===== src/rtl/rv32i_pipe3_core.sv =====
// rv32i_pipe3_core: 3-stage (fetch / decode / execute) in-order RV32I core with E->D forwarding.
module rv32i_pipe3_core #(
  parameter logic [31:0] RESET_PC = 32'h0000_0000
) (
  input  logic        clk,
  input  logic        rst,
  output logic [31:0] instr_addr,
  input  logic [31:0] instr_rdata,
  output logic [31:0] instr_addr1,
  input  logic [31:0] instr_rdata1,
  output logic [31:0] data_addr,
  output logic [31:0] data_wdata,
  output logic [3:0]  data_we,
  output logic        data_re,
  input  logic [31:0] data_rdata,
  output logic [31:0] dbg_pc_f,
  output logic [31:0] dbg_instr_f,
  output logic [31:0] dbg_instr_d,
  output logic [31:0] dbg_instr_e,
  output logic [31:0] dbg_result_e,
  output logic        dbg_branch_taken,
  output logic        dbg_stall,
  output logic        dbg_bubble_ex,
  output logic        dbg_fwd_rs1,
  output logic        dbg_fwd_rs2,
  output logic [31:0] dbg_busy_vec
);
  localparam logic [31:0] NOP      = 32'h0000_0013;
  localparam logic [6:0]  OP_LUI   = 7'h37;
  localparam logic [6:0]  OP_AUIPC = 7'h17;
  localparam logic [6:0]  OP_JAL   = 7'h6f;
  localparam logic [6:0]  OP_JALR  = 7'h67;
  localparam logic [6:0]  OP_BR    = 7'h63;
  localparam logic [6:0]  OP_LD    = 7'h03;
  localparam logic [6:0]  OP_ST    = 7'h23;
  localparam logic [6:0]  OP_IMM   = 7'h13;
  localparam logic [6:0]  OP_OP    = 7'h33;

  logic [31:0] pc_q, pc_d, d_ins_q, d_ins_d, d_pc_q, d_pc_d;
  logic [31:0] e_ins_q, e_ins_d, e_pc_q, e_pc_d, e_a_q, e_a_d, e_b_q, e_b_d;
  logic        e_bub_q, e_bub_d, halted_q, halted_d;
  logic [31:0] rf_q [0:31];

  logic [6:0]  d_op, e_op;
  logic [4:0]  d_rs1, d_rs2, e_rd;
  logic [2:0]  f3;
  logic        d_use1, d_use2, e_sys, e_wr, freeze, fwd1, fwd2, hazard, taken, cond, eq, lt, ltu;
  logic [31:0] imm_i, imm_s, imm_b, imm_u, imm_j, alu_b, alu, sra, target, addr, ld_val, result, rv1, rv2;
  logic [4:0]  lsh;
  logic [15:0] ld_sh;
  logic        unused_rdata1;

  assign unused_rdata1 = ^instr_rdata1;

  assign d_op   = d_ins_q[6:0];
  assign d_rs1  = d_ins_q[19:15];
  assign d_rs2  = d_ins_q[24:20];
  assign d_use1 = d_op == OP_JALR || d_op == OP_BR || d_op == OP_LD || d_op == OP_ST || d_op == OP_IMM || d_op == OP_OP;
  assign d_use2 = d_op == OP_BR || d_op == OP_ST || d_op == OP_OP;

  assign e_op  = e_ins_q[6:0];
  assign e_rd  = e_ins_q[11:7];
  assign f3    = e_ins_q[14:12];
  assign imm_i = {{20{e_ins_q[31]}}, e_ins_q[31:20]};
  assign imm_s = {{20{e_ins_q[31]}}, e_ins_q[31:25], e_ins_q[11:7]};
  assign imm_b = {{19{e_ins_q[31]}}, e_ins_q[31], e_ins_q[7], e_ins_q[30:25], e_ins_q[11:8], 1'b0};
  assign imm_u = {e_ins_q[31:12], 12'b0};
  assign imm_j = {{11{e_ins_q[31]}}, e_ins_q[31], e_ins_q[19:12], e_ins_q[20], e_ins_q[30:21], 1'b0};
  assign e_sys = e_ins_q == 32'h0000_0073 || e_ins_q == 32'h0010_0073;
  assign e_wr  = (e_op == OP_LUI || e_op == OP_AUIPC || e_op == OP_JAL || e_op == OP_JALR ||
                  e_op == OP_LD || e_op == OP_IMM || e_op == OP_OP) && e_rd != 5'd0;
  assign freeze = halted_q || e_sys;

  assign alu_b = e_op == OP_OP ? e_b_q : imm_i;
  assign sra   = $signed(e_a_q) >>> alu_b[4:0];
  assign alu   = f3 == 3'd0 ? ((e_op == OP_OP && e_ins_q[30]) ? e_a_q - alu_b : e_a_q + alu_b) :
                 f3 == 3'd1 ? e_a_q << alu_b[4:0] :
                 f3 == 3'd2 ? {31'b0, $signed(e_a_q) < $signed(alu_b)} :
                 f3 == 3'd3 ? {31'b0, e_a_q < alu_b} :
                 f3 == 3'd4 ? e_a_q ^ alu_b :
                 f3 == 3'd5 ? (e_ins_q[30] ? sra : e_a_q >> alu_b[4:0]) :
                 f3 == 3'd6 ? e_a_q | alu_b : e_a_q & alu_b;

  assign eq     = e_a_q == e_b_q;
  assign lt     = $signed(e_a_q) < $signed(e_b_q);
  assign ltu    = e_a_q < e_b_q;
  assign cond   = f3 == 3'd0 ? eq : f3 == 3'd1 ? !eq : f3 == 3'd4 ? lt : f3 == 3'd5 ? !lt :
                  f3 == 3'd6 ? ltu : f3 == 3'd7 ? !ltu : 1'b0;
  assign taken  = e_op == OP_JAL || e_op == OP_JALR || (e_op == OP_BR && cond);
  assign target = e_op == OP_JAL ? e_pc_q + imm_j : e_op == OP_JALR ? (e_a_q + imm_i) & ~32'h1 : e_pc_q + imm_b;

  assign addr   = e_a_q + (e_op == OP_ST ? imm_s : imm_i);
  assign lsh    = {addr[1:0], 3'b0};
  assign ld_sh  = 16'(data_rdata >> lsh);
  assign ld_val = f3 == 3'd0 ? {{24{ld_sh[7]}}, ld_sh[7:0]} :
                  f3 == 3'd1 ? {{16{ld_sh[15]}}, ld_sh} :
                  f3 == 3'd4 ? {24'b0, ld_sh[7:0]} :
                  f3 == 3'd5 ? {16'b0, ld_sh} : data_rdata;
  assign result = e_op == OP_LUI ? imm_u : e_op == OP_AUIPC ? e_pc_q + imm_u :
                  (e_op == OP_JAL || e_op == OP_JALR) ? e_pc_q + 32'd4 : e_op == OP_LD ? ld_val : alu;

  // E's result feeds D directly; a load in E also forces a stall so the loaded value is never consumed early.
  assign fwd1   = e_wr && e_rd == d_rs1;
  assign fwd2   = e_wr && e_rd == d_rs2;
  assign rv1    = fwd1 ? result : d_rs1 == 5'd0 ? 32'd0 : rf_q[d_rs1];
  assign rv2    = fwd2 ? result : d_rs2 == 5'd0 ? 32'd0 : rf_q[d_rs2];
  assign hazard = e_op == OP_LD && ((d_use1 && fwd1) || (d_use2 && fwd2));

  always_comb begin
    pc_d = pc_q + 32'd4;
    d_ins_d = instr_rdata;
    d_pc_d = pc_q;
    e_ins_d = d_ins_q;
    e_pc_d = d_pc_q;
    e_a_d = rv1;
    e_b_d = rv2;
    e_bub_d = 1'b0;
    halted_d = halted_q || e_sys;
    if (rst) begin
      pc_d = RESET_PC;
      d_ins_d = NOP;
      e_ins_d = NOP;
      halted_d = 1'b0;
    end else if (freeze) begin
      pc_d = pc_q;
      d_ins_d = d_ins_q;
      d_pc_d = d_pc_q;
      e_ins_d = e_ins_q;
      e_pc_d = e_pc_q;
      e_a_d = e_a_q;
      e_b_d = e_b_q;
      e_bub_d = e_bub_q;
    end else if (taken) begin
      pc_d = target;
      d_ins_d = NOP;
      e_ins_d = NOP;
    end else if (hazard) begin
      pc_d = pc_q;
      d_ins_d = d_ins_q;
      d_pc_d = d_pc_q;
      e_ins_d = NOP;
      e_bub_d = 1'b1;
    end
  end

  always_ff @(posedge clk) begin
    pc_q <= pc_d;
    d_ins_q <= d_ins_d;
    d_pc_q <= d_pc_d;
    e_ins_q <= e_ins_d;
    e_pc_q <= e_pc_d;
    e_a_q <= e_a_d;
    e_b_q <= e_b_d;
    e_bub_q <= e_bub_d;
    halted_q <= halted_d;
    if (e_wr && !rst) rf_q[e_rd] <= result;
  end

  assign instr_addr       = pc_q;
  assign instr_addr1      = pc_q + 32'd4;
  assign data_addr        = addr;
  assign data_wdata       = e_b_q << lsh;
  assign data_we          = (e_op != OP_ST || rst) ? 4'h0 : f3 == 3'd2 ? 4'hf :
                            f3 == 3'd1 ? 4'b0011 << addr[1:0] : f3 == 3'd0 ? 4'b0001 << addr[1:0] : 4'h0;
  assign data_re          = e_op == OP_LD && !rst;
  assign dbg_pc_f         = pc_q;
  assign dbg_instr_f      = instr_rdata;
  assign dbg_instr_d      = d_ins_q;
  assign dbg_instr_e      = e_ins_q;
  assign dbg_result_e     = result;
  assign dbg_branch_taken = taken && !rst;
  assign dbg_stall        = hazard && !rst;
  assign dbg_bubble_ex    = e_bub_q && !rst;
  assign dbg_fwd_rs1      = fwd1 && !rst;
  assign dbg_fwd_rs2      = fwd2 && !rst;
  assign dbg_busy_vec     = (e_wr && !rst) ? 32'd1 << e_rd : 32'd0;
endmodule


===== config.mk =====
export PLATFORM = sky130hd
export DESIGN_NAME = rv32i_pipe3_core
export DESIGN_NICKNAME = d
export VERILOG_FILES = /design/src/rtl/rv32i_pipe3_core.sv
export SDC_FILE = /design/constraint.sdc
export NUM_CORES = 2
export LEC_CHECK = 0
export ABC_AREA = 1
export BUFFER_PORTS_ARGS = -buffer_cell sky130_fd_sc_hd__buf_2
export CORE_MARGIN = 2
export CORE_UTILIZATION = 25
export CTS_BUF_LIST = sky130_fd_sc_hd__clkbuf_8
export DETAILED_ROUTE_END_ITERATION = 12
export PLACE_DENSITY = 0.37
export SKIP_LAST_GASP = 1
export SLEW_MARGIN = 10
export SYNTH_ARGS = -nofsm -noshare
export SYNTH_HDL_FRONTEND = slang
export SYNTH_SLANG_ARGS = --single-unit

===== constraint.sdc =====
create_clock -name clk -period 14.1 [get_ports clk]
set_clock_uncertainty 0.2 [all_clocks]
set_input_delay 1.41 -clock clk [delete_from_list [all_inputs] [get_ports clk]]
set_output_delay 1.41 -clock clk [all_outputs]
set_load 0.01 [all_outputs]

* Yosys cells after proc, flatten, opt, wreduce, memory -nomap -nowiden *
Memory sizes are Yosys's and may differ from the RTL's. A register that Yosys moved wholly into a read port is not among the register bits.
Cells that the tools add are included.

storage, ports and cells
  register bits = 226
  bits in writable memories = 1,024
  memories = 1
  bits of input ports = 98
  logic and storage cells = 170

memory list
  name  words  width  read ports  clocked after Yosys merged registers in  write ports  line  source
  rf_q  32     32     2           2                                        1            42    logic [31:0] rf_q [0:31];

operators by class
  shift operators = 8
  equality and inequality tests = 31
  muxes and demuxes = 60
  reduce and logical (&&, ||, !) cells = 44
  bitwise logic cells = 4
  add/sub/neg operators = 9
  order comparisons = 4

operators by type and width
  cell                                                                      count
  32-bit two-way mux                                                        41
  32-bit adder                                                              6
  32-bit < comparator                                                       4
  32-bit by 3-bit adder with 32-bit output (second input constant)          2
  32-bit by 5-bit left shift with 32-bit output                             2
  7-bit by 6-bit equality test with 1-bit output (second input constant)    5
  7-bit equality test (second input constant)                               5
  32-bit bitwise AND                                                        1
  32-bit by 21-bit equality test with 1-bit output (second input constant)  1
  32-bit equality test                                                      1
  32-bit by 7-bit equality test with 1-bit output (second input constant)   1
  32-bit bitwise OR                                                         1
  1-bit by 5-bit left shift with 32-bit output (first input constant)       1
  32-bit by 5-bit right shift with 16-bit output                            1
  32-bit by 5-bit right shift with 32-bit output                            1
  32-bit by 5-bit >>> shifter with 32-bit output                            1
  32-bit subtractor                                                         1
  32-bit XOR                                                                1
  5-bit two-way mux                                                         5
  7-bit by 5-bit equality test with 1-bit output (second input constant)    3
  1-bit logical OR                                                          19
  4-bit two-way mux                                                         4
  1-bit logical AND                                                         15
  7-bit by 2-bit equality test with 1-bit output (second input constant)    2
  other kinds (17)                                                          36

* Depth between registers and ports, before layout *
  depth after elaboration = 17
  mapped depth = 34

* Worst setup path after synthesis *
OpenSTA, ideal clock, no wires.

  kind = register to output
  start point = register e_ins_q[31] (netlist: dbg_instr_e[31])
  end point = output dbg_result_e[29]
  arrival = 5.345 ns
  cell stages (with the launch flop) = 23
  slack = 7.145 ns
  buffers on the path = 2
  cells stage by stage = dfxtp_1 > inv_1 > nand2_1 > clkbuf_1 > o21ai_0 > ha_1 > clkbuf_1 > nand2_1 > nor2_1 > inv_1 > nor4_1 > nand2_1 > o211ai_1 > a21oi_1 > a21oi_1 > nand3_1 > nand2_1 > nand2_1 > nand2_1 > nand2_1 > nand2_1 > nand2_1 > a21boi_0

between the ends
  cells in the longest elaborated chain, start to end = 13
  elaborated cells between the ends (all ways) = 18

ends and longest elaborated chain
  item                                                                  line  source
  start, declared                                                       40    logic [31:0] e_ins_q, e_ins_d, e_pc_q, e_pc_d, e_a_q, e_a_d, e_b_q, e_b_d;
  start signal, assigned                                                150   e_ins_q <= e_ins_d;
  32-bit two-way mux (*)                                                74    assign alu_b = e_op == OP_OP ? e_b_q : imm_i;
  parallel branches: the longest is 7 deep, another holds 32-bit adder  --
  32-bit two-way mux (*)                                                76    assign alu = f3 == 3'd0 ? ((e_op == OP_OP && e_ins_q[30]) ? e_a_q - alu_b : e_a_q + alu_b) :
  32-bit two-way mux (*) (2 in a row)                                   100   (e_op == OP_JAL || e_op == OP_JALR) ? e_pc_q + 32'd4 : e_op == OP_LD ? ld_val : alu;
  32-bit two-way mux (*) (2 in a row)                                   99    assign result = e_op == OP_LUI ? imm_u : e_op == OP_AUIPC ? e_pc_q + imm_u :
  end, declared                                                         20    output logic [31:0] dbg_result_e,

Every way passes the cells marked *.

* Worst setup path in the final report *
  start point = register e_ins_q[5] (netlist: dbg_instr_e[5])
  end point = output dbg_result_e[18]

between the ends
  cells in the longest elaborated chain, start to end = 14
  elaborated cells between the ends (all ways) = 36

ends and longest elaborated chain
  item                                                                   line
  parallel branches: the longest is 13 deep, another holds 32-bit adder  --
  32-bit two-way mux (*)                                                 99

Marked as above.

==> results.toml <==
[timing]
min_period_over_period_pct = 67.4
drv_slew = 0
worstMarginPinSlew_ns = 1.24
period_minus_slack_ns = 9.50
slew_headroom_pct = 16.2
setup_viol = 0
finalHoldViolCount = 0
grt_setup_unrepaired = "no"
max_clock_freq_mhz = 105
layout_setup_ws_ns = 4.60
tns_ns = 0

[power]
p_leak_nw = 36.5
p_per_area_mw_per_mm2 = 120
finalPower_w = 0.0109
p_seq_share_pct = 41.6
p_clk_share_pct = 30.6
comb_power_share_pct = 27.9
swShare_pct = 37.8
peakVddDrop_v = 0.0000855
internal_power_w = 0.00678
switching_power_w = 0.00411

[floorplanning]
rows = 207
io-pin-count = 428
start_util_pct = 25.1
core_area_mm2 = 0.318
dieWidth_um = 569
die_area_mm2 = 0.324
die_h_um = 569

[global_route]
grt_pass1_wl_um = 565000
grt_use_total_pct = 24.4
grt_pass1_vias = 72300
overflow = 0
antenna_found_initial = 22
grt_max_degree = 206

[critical_path]
cp_max_fo = 44
crit_buf_inv = 3
rr_worst_depth = 24
cpLargestDelayFamily = "simple AND/OR/NAND/NOR gates"
r2r_end = "rf_q[30][18]"
end_kind = "output port"
startpoint_type = "flop"
path_common_cell = "nand2_1"
crit_slowest_cell = "dfxtp_1"
path_depth = 25
crit_end = "dbg_result_e[18]"
crit_start = "dbg_instr_e[5]"
r2r-start = "dbg_instr_e[5]"
ff2ff_setup_slack_ns = 7.00
cp_slowest_stage_delay_ns = 0.73
cp.arrival_ns = 7.89
critical_path_class = "flop to output port"
critPathRequiredTime_ns = 12.49

[clocking]
htreeDepth = 4
tritoncts = "yes"
insertion_delay_ns = 1.04
cts_resized = 0
clkTransAtPathRegs_ns = 0.06
holdBufCountCts = 0
cts_buffer_depth = 4
cts_made_buffers = 242
root_buffer = "clkbuf_8"
cts.sinks = 1260
post_cts_buffers = 0

[final_layout]
seq_area_mm2 = 0.0368
drive_gt1_share_pct = 10.4
layout_common_cells = "nand2_1, a21oi_1, o21ai_0"
instances_no_fill = 14500
fillers = 34300
synthToLayoutAreaGrowth_pct = 13.9
fin_area_mm2 = 0.0909
nets = 10500
multi_input_area_mm2 = 0.0362
mostFrequentLayoutCell = "nand2_1"

[synthesis]
yosysWarningCount = 0
synthCells = 9928
async_flop_share_pct = 0
yosys_register_bits = 1260
synth_flop_cell = "edfxtp_1"
ys_seq_area_share_pct = 46.1
syn_area_per_cell_um2 = 8.04
syn_area_mm2 = 0.0798
synth_edf_count = 1152
yosysUniqueCellTypes = 64

[placed_design]
dp_cells = 14100
place_area_mm2 = 0.0867
gp_congestion = 0.985
numPortBuffers = 394
dp_hpwl_um = 278000
pre_cts_ws_ns = 5.66

[routing]
ant_nets = 0
first_pass_iters = 8
avgRoutedWirePerCell_um = 28.3
vias_per_cell = 5.25
routed-via-count = 76200
wl_um = 410000
drc_errors = 0
initialDrtViolationCount = 7555

[outcome]
status = "complete, no violations"

[flow_run]
maxCapViolations = 0

[hold_path]
worst_hold_path_type = "flop to flop"
-- cell families after synthesis --
kind of cell,share of synthesized area (%)
multiplexers,0.138
AND/OR/NAND/NOR,15.3
AO/OA/AOI/OAI,23.9
other,0.00470
buffers and inverters,9.43
adder cells (fa/ha/maj),3.55
XOR/XNOR,1.61
flip-flops,46.1
-- worst min path at each step --
stage / end / depth (start not counted) / startpoint / slack, ns
after detailed placement: e_pc_q[0] / 0 / d_pc_q[0] / 0.20
after floorplan: e_pc_q[0] / 0 / d_pc_q[0] / 0.20
after global routing: e_pc_q[14] / 0 / d_pc_q[14] / 0.20
after CTS: e_pc_q[14] / 0 / d_pc_q[14] / 0.19
after global placement: e_pc_q[29] / 0 / d_pc_q[29] / 0.20
final: e_pc_q[14] / 0 / d_pc_q[14] / 0.20
-- sequential cells by signal, summed over array words and instances (netlist names), 32 cells and up, named ones only --
name and count:
dbg_instr_e 32, dbg_instr_d 32, rf_q 1024, dbg_pc_f 32, d_pc_q 32, e_b_q 32
e_pc_q 32, e_a_q 32
-- metal layers --
metal	up-vias	GRT usage (%)	share of wire (%)
li1	35100	-	-
met1	37200	32.3	43
met2	3124	39.3	46
met3	720	3.63	6.3
met4	8	10.4	4.8
met5	-	0	0.015
-- synth_stat cells (all sizes together), types with 11 or more instances --
library cell | number | area, um^2
a21boi | 31 | 233
nand3b | 19 | 143
inv | 1189 | 4460
xnor2 | 31 | 272
nor4 | 17 | 113
a21oi | 1407 | 7040
a22oi | 14 | 105
o221ai | 205 | 1800
nor2 | 396 | 1560
ha | 217 | 2720
a221oi | 14 | 123
or2 | 19 | 119
o21ai | 1420 | 7120
nand2 | 1795 | 6760
nand3 | 554 | 2770
a31oi | 24 | 156
mux2i | 11 | 110
edfxtp | 1152 | 34600
o22ai | 68 | 425
dfxtp | 108 | 2160
nand4 | 48 | 300
o21a | 23 | 173
nor3 | 62 | 320
a211oi | 12 | 90.1
buf | 204 | 1150
clkbuf | 502 | 1880
xor2 | 116 | 1020
o211ai | 203 | 1520
-- power groups by stage --
stage	Clock, W	Combinational [W]	Sequential [W]
2_1_floorplan	0	0.00155	0.00455
3_3_place_gp	0	0.00300	0.00460
3_5_place_dp	0	0.00300	0.00460
4_1_cts	0.00345	0.00301	0.00452
5_1_grt	0.00360	0.00326	0.00453
6_report	0.00333	0.00303	0.00453
-- area by class of cell --
cell class	instances	area share, %
diodes	5	0.0138
clock buffers	249	3.77
clock inverters	182	0.873
inverters	1197	4.97
multi-input cells	6797	39.8
flip-flops and latches	1260	40.5
well taps	4180	5.75
repair buffers	642	4.33
-- metrics by stage --
stage	hold slack, ns	utilization [%]
after floorplan	0.200	-
after global placement	0.204	27.3
after detailed placement	0.205	27.3
after CTS	0.194	28.6
after global routing	0.201	28.6
final	0.201	28.6
-- worst register-to-register path, stage by stage (launching register included) --
cell      delay, ns
dfxtp_1        0.73
nand2_2        0.14
nor2_4         0.35
nand2_4        0.40
nand2_1        0.60
o21ai_0        0.50
ha_1           0.59
inv_1          0.14
o21ai_0        0.25
a21oi_1        0.11
o21ai_0        0.56
a21oi_1        0.07
o21ai_0        0.36
or2_2          0.23
nand3_1        0.08
nand2_1        0.12
nand2_1        0.07
nand2_1        0.20
nand2_1        0.08
nand2_1        0.08
nand2_1        0.05
nand2_1        0.09
nand2_1        0.16
a21boi_4       0.20
buf_4          0.39
Note: power is estimated with default switching activity, not from simulation.
